$ cat src/rtl/sw_reg_capture_ctrl.sv
// Purpose : Arms a single snapshot capture of the DSP sample stream from the software
//           control word. It waits for frame sync, writes LEN samples into BRAM, then
//           reports done. It also returns a status word for software polling.
// Ports   : user_clk/user_rst_n (sync, active-low); sw_reg control word;
//           sync_in/data_valid_in/data_in from the DSP; bram_we/addr/data registered
//           write port; busy/done flags; status_out {done,busy,state,0,count}.
module sw_reg_capture_ctrl #(
  parameter int DATA_W = 32,
  parameter int ADDR_W = 10
) (
  input  logic              user_clk,
  input  logic              user_rst_n,
  input  logic [31:0]       sw_reg,
  input  logic              sync_in,
  input  logic              data_valid_in,
  input  logic [DATA_W-1:0] data_in,
  output logic              bram_we,
  output logic [ADDR_W-1:0] bram_addr,
  output logic [DATA_W-1:0] bram_data,
  output logic              busy,
  output logic              done,
  output logic [31:0]       status_out
);

  localparam int CW = ADDR_W + 1;

  typedef enum logic [1:0] {
    S_IDLE      = 2'd0,
    S_WAIT_SYNC = 2'd1,
    S_CAPTURE   = 2'd2,
    S_DONE      = 2'd3
  } state_e;

  state_e            state_q, state_d;
  logic [31:0]       sw_reg_q;
  logic              start_q;
  // Set once bit0 has been seen low after reset, so a start bit held high
  // through reset cannot arm the capture.
  logic              arm_ok_q;
  logic [CW-1:0]     count_q, count_d;
  logic [CW-1:0]     len_q, len_d;
  logic              we_q, we_d;
  logic [ADDR_W-1:0] addr_q, addr_d;
  logic [DATA_W-1:0] data_q, data_d;
  logic              busy_q, busy_d;
  logic              done_q, done_d;
  logic [31:0]       status_q, status_d;

  logic              start_rise;
  logic              abort;
  logic [ADDR_W-1:0] len_field;
  logic [CW-1:0]     count_inc;
  logic [31:0]       sw_unused_bits;

  assign sw_unused_bits = sw_reg_q;
  assign start_rise     = sw_reg_q[0] & ~start_q & arm_ok_q;
  assign abort          = sw_reg_q[1];
  assign len_field      = sw_reg_q[16 +: ADDR_W];
  assign count_inc      = count_q + {{ADDR_W{1'b0}}, 1'b1};

  always_comb begin
    state_d = state_q;
    count_d = count_q;
    len_d   = len_q;
    we_d    = 1'b0;
    addr_d  = addr_q;
    data_d  = data_q;

    if (abort) begin
      // Abort wins over everything; count is kept so software can read how far it got.
      state_d = S_IDLE;
    end else begin
      case (state_q)
        S_IDLE: begin
          if (start_rise) begin
            state_d = S_WAIT_SYNC;
            count_d = '0;
            // A zero length field means a full-depth capture.
            len_d   = (len_field == '0) ? {1'b1, {ADDR_W{1'b0}}} : {1'b0, len_field};
          end
        end
        S_WAIT_SYNC: begin
          if (sync_in && data_valid_in) begin
            we_d    = 1'b1;
            addr_d  = '0;
            data_d  = data_in;
            count_d = {{ADDR_W{1'b0}}, 1'b1};
            state_d = (len_q == {{ADDR_W{1'b0}}, 1'b1}) ? S_DONE : S_CAPTURE;
          end
        end
        S_CAPTURE: begin
          if (data_valid_in) begin
            we_d    = 1'b1;
            addr_d  = count_q[ADDR_W-1:0];
            data_d  = data_in;
            count_d = count_inc;
            if (count_inc == len_q) state_d = S_DONE;
          end
        end
        S_DONE: begin
          if (!sw_reg_q[0]) state_d = S_IDLE;
        end
        default: state_d = S_IDLE;
      endcase
    end

    busy_d   = (state_d == S_WAIT_SYNC) || (state_d == S_CAPTURE);
    done_d   = (state_d == S_DONE);
    status_d = {done_d, busy_d, state_d, 11'b0, 17'(count_d)};
  end

  always_ff @(posedge user_clk) begin
    if (!user_rst_n) begin
      state_q  <= S_IDLE;
      sw_reg_q <= '0;
      start_q  <= 1'b0;
      arm_ok_q <= 1'b0;
      count_q  <= '0;
      len_q    <= '0;
      we_q     <= 1'b0;
      addr_q   <= '0;
      data_q   <= '0;
      busy_q   <= 1'b0;
      done_q   <= 1'b0;
      status_q <= '0;
    end else begin
      state_q  <= state_d;
      sw_reg_q <= sw_reg;
      start_q  <= sw_reg_q[0];
      if (!sw_reg[0]) arm_ok_q <= 1'b1;
      count_q  <= count_d;
      len_q    <= len_d;
      we_q     <= we_d;
      addr_q   <= addr_d;
      data_q   <= data_d;
      busy_q   <= busy_d;
      done_q   <= done_d;
      status_q <= status_d;
    end
  end

  assign bram_we    = we_q;
  assign bram_addr  = addr_q;
  assign bram_data  = data_q;
  assign busy       = busy_q;
  assign done       = done_q;
  assign status_out = status_q;

endmodule

$ cat config.mk
export PLATFORM = sky130hd
export DESIGN_NAME = sw_reg_capture_ctrl
export DESIGN_NICKNAME = d
export VERILOG_FILES = /design/src/rtl/sw_reg_capture_ctrl.sv
export SDC_FILE = /design/constraint.sdc
export NUM_CORES = 1
export LEC_CHECK = 0
export CAP_MARGIN = 30
export CORE_AREA = 2 2 115 117
export CTS_CLUSTER_DIAMETER = 30
export DETAILED_ROUTE_END_ITERATION = 8
export DIE_AREA = 0 0 117 119
export PLACE_DENSITY = 0.62
export SYNTH_ARGS = -nofsm -noshare
export SYNTH_HDL_FRONTEND = slang
export SYNTH_SLANG_ARGS = --single-unit
$ cat constraint.sdc
create_clock -name user_clk -period 3.2 [get_ports user_clk]
set_input_delay 0.32 -clock user_clk [delete_from_list [all_inputs] [get_ports user_clk]]
set_output_delay 0.32 -clock user_clk [all_outputs]
set_load 0.01 [all_outputs]
==> results by group <==
Die
  • Top-Level Pins: 145
  • Die H: 119 microns
  • Die width: 117 microns
  • Initial core utilization: 29.05%
  • Cell Rows: 42
  • Die area: 13920 sq um
  • Core area: 12870 sq um

Logic synthesis
  • Cell area after synthesis: 3740 sq um
  • YS warnings: 0
  • Mapped Cells: 446
  • Sequential share of the synthesized area: 44.43%
  • Top cells by count, synth: dfxtp_1, nand2_1, a21oi_1
  • Synth top area share: 44.43%
  • Main area contributors after synthesis: dfxtp_1, nand2_1, a21oi_1
  • EDFF count, synth: 0
  • Async S/R FF share, synth: 0%
  • Seq cells post-synth: 83
  • Top_reg_cell synth: dfxtp_1
  • Distinct cells, synth: 57
  • Count leader, synth: dfxtp_1
  • Area leader, netlist: dfxtp_1
  • Syn_area_per_cell: 8.385 sq um

Final layout
  • Cell area after layout: 5236 sq um
  • Fin cells: 723
  • Area growth syn-to-layout: 40.01%
  • N_diodes: 0
  • Layout net count: 617
  • Fillers: 1322
  • Fraction of layout cells with a size suffix above 1: 6.764%

Power
  • Final total power: 2381 uW
  • PwrDens: 454.8 nW/um^2
  • Leakage: 0.001839 uW
  • Worst VDD drop: 0.0002041 V

Critical path
  • CP Capture Type: register
  • CP peak stage delay: 570 ps
  • CP Buf/Inv Count: 1
  • Slowest CP cell: or4_1
  • Critical Path AT: 2970 ps
  • Crit path kind: register to register
  • CP max FO: 9
  • Crit-path cells: inv_1 > ha_1 > nand2_2 > nor4_1 > o2111ai_1 > or4_1 > o21ai_1 > ha_1 > and2_1
  • CP Data Required Time: 3420 ps
  • CP top delay family: simple AND/OR/NAND/NOR gates
  • CP dominant cell by count: ha_1
  • Startpoint types: register

Timing
  • Final worst slack: 452.4 ps
  • Period utilisation layout: 85.86%
  • Total Neg Setup Slack: 0 ps
  • Max-slew headroom: 54.64%
  • Slew Limit Fails: 0
  • Unrepaired setup endpoints after global routing: false
  • Final Hold Viols: 0
  • Setup-failing EPs final: 0
  • Period minus WS final: 2748 ps
  • Worst clock skew: 10.02 ps
  • Slew @ Worst Pin: 676.8 ps
  • Fmax: 364.0 MHz

GRT
  • Total track usage: 14.04%
  • Largest net degree at the start of global routing: 29
  • First-pass GRT wire length: 15460 microns
  • Number of antenna violations at the first check in global routing: 0
  • Grt ovf: 0
  • Vias in the first global route: 3176

Placed design
  • DP Wirelength: 7284 microns
  • Final RePlAce weighted congestion: 0.9043
  • Pre-CTS setup slack: 472.1 ps
  • Placed instance area: 4898 sq um
  • Port bufs: 107
  • Placed cell count: 707

Drt
  • Drt initial violations: 175
  • WL/cell: 13.50 microns
  • Routed wire length: 9758 microns
  • Antenna viol nets, final: 0
  • # DRC: 0
  • Vias: 3357
  • DRT Pass-1 Iters: 4
  • Vias per cell: 4.643

Clock network
  • CTS root buf: clkbuf_16
  • Clk buf depth: 2
  • Reg clk slew, reported paths: 60 ps
  • Quantity of hold-fixing buffers added after cts: 0
  • Worst-skew pair later-pin latency: 330 ps
  • Post-CTS resize count: 0
  • Clock Sinks: 83
  • CTS Buf Count: 9
  • Post-CTS Setup Inserts: 0
  • H-tree Lvls: 3
  • CTS tree: yes

Status
  • Status: finished, final reports clean

Min path
  • Hold WC Path Type: register to register

Flow run
  • MaxCap Viol Count: 0
## power by group
part	total, uW	switching, uW	internal, uW
logic	178	81.6	96.4
clock network	1140	408	728
registers	1070	15.4	1050
## cells by family after synthesis
kind of cell / after synthesis / share of synthesized area [%]
AO/OA/AOI/OAI: 98 / 15.79
XOR/XNOR: 12 / 2.810
adder cells (fa/ha/maj): 7 / 2.342
buffers and inverters: 54 / 8.431
flip-flops: 83 / 44.43
multiplexers: 12 / 3.245
other: 1 / 0.1003
AND/OR/NAND/NOR: 179 / 22.85
## registers in the layout (all words and copies together) (netlist names)
signal / flops
done: 1
len_q: 11
arm_ok_q: 1
state_q: 1
start_q: 1
bram_we: 1
bram_addr: 10
count_q: 10
status_out: 3
sw_reg_q: 12
bram_data: 32
## cell usage in the layout (no fill, tap or decap), types with 4 or more instances in the layout
| master | synthesis | routed |
|---|---|---|
| ha_1 | 7 | 7 |
| buf_4 | 23 | 9 |
| dfxtp_1 | 83 | 83 |
| xnor2_1 | 8 | 8 |
| or4_1 | 4 | 4 |
| nor2_1 | 35 | 35 |
| o21ai_0 | 12 | 12 |
| clkdlybuf4s50_1 | 0 | 107 |
| nand2_1 | 76 | 76 |
| mux2i_1 | 11 | 11 |
| and2_1 | 19 | 19 |
| inv_1 | 5 | 5 |
| xor2_1 | 4 | 4 |
| a21oi_1 | 49 | 49 |
| nor3_1 | 11 | 11 |
| conb_1 | 1 | 17 |
| nand3_1 | 8 | 8 |
| a31oi_1 | 6 | 6 |
| a22oi_1 | 11 | 11 |
| clkbuf_16 | 0 | 9 |
## layout make-up
cell class | instances | area [sq um] | area share (%)
Sequential cell | 83 | 1662 | 31.73
Clock buffer | 11 | 252.7 | 4.827
Tap cell | 176 | 220.2 | 4.205
Multi-Input combinational cell | 325 | 1828 | 34.91
Inverter | 6 | 22.52 | 0.4301
Clock inverter | 5 | 85.08 | 1.625
Timing Repair Buffer | 117 | 1166 | 22.27
## per-layer routing
metal	GRT usage (%)	vias up	wire length, microns	share of wire (%)
li1	-	1689	-	-
met1	18.47	1554	4565	47
met2	22.07	104	4554	47
met3	3.613	10	514	5.3
met4	5.147	0	123	1.3
met5	0	-	0	0
## worst register-to-register path: cells and delay by family, from the launching register on
family	cells	cell delay, ps
flip-flops	1	380
adder cells (fa/ha/maj)	2	610
AO/OA/AOI/OAI	2	380
AND/OR/NAND/NOR	4	1130
buffers and inverters	1	140
## stage by stage
step / hold slack [ps] / utilization [%]
after floorplan: 415.9 / -
after global placement: 441.6 / 37.83
after detailed placement: 445.7 / 38.05
after CTS: 453.8 / 40.67
after global routing: 469.5 / 40.67
final: 450.4 / 40.67
## final timing paths
kind                                     from        endpoint  slack [ps]  cells after the start
worst max register to register     state_q[0]  status_out[30]         450                      9
worst min-delay path            bram_data[20]   bram_data[20]         450                      2
worst max-delay path               state_q[0]  status_out[30]         450                      9
worst min register to register  bram_data[20]   bram_data[20]         450                      2
Power figures use the tool's default switching activity.
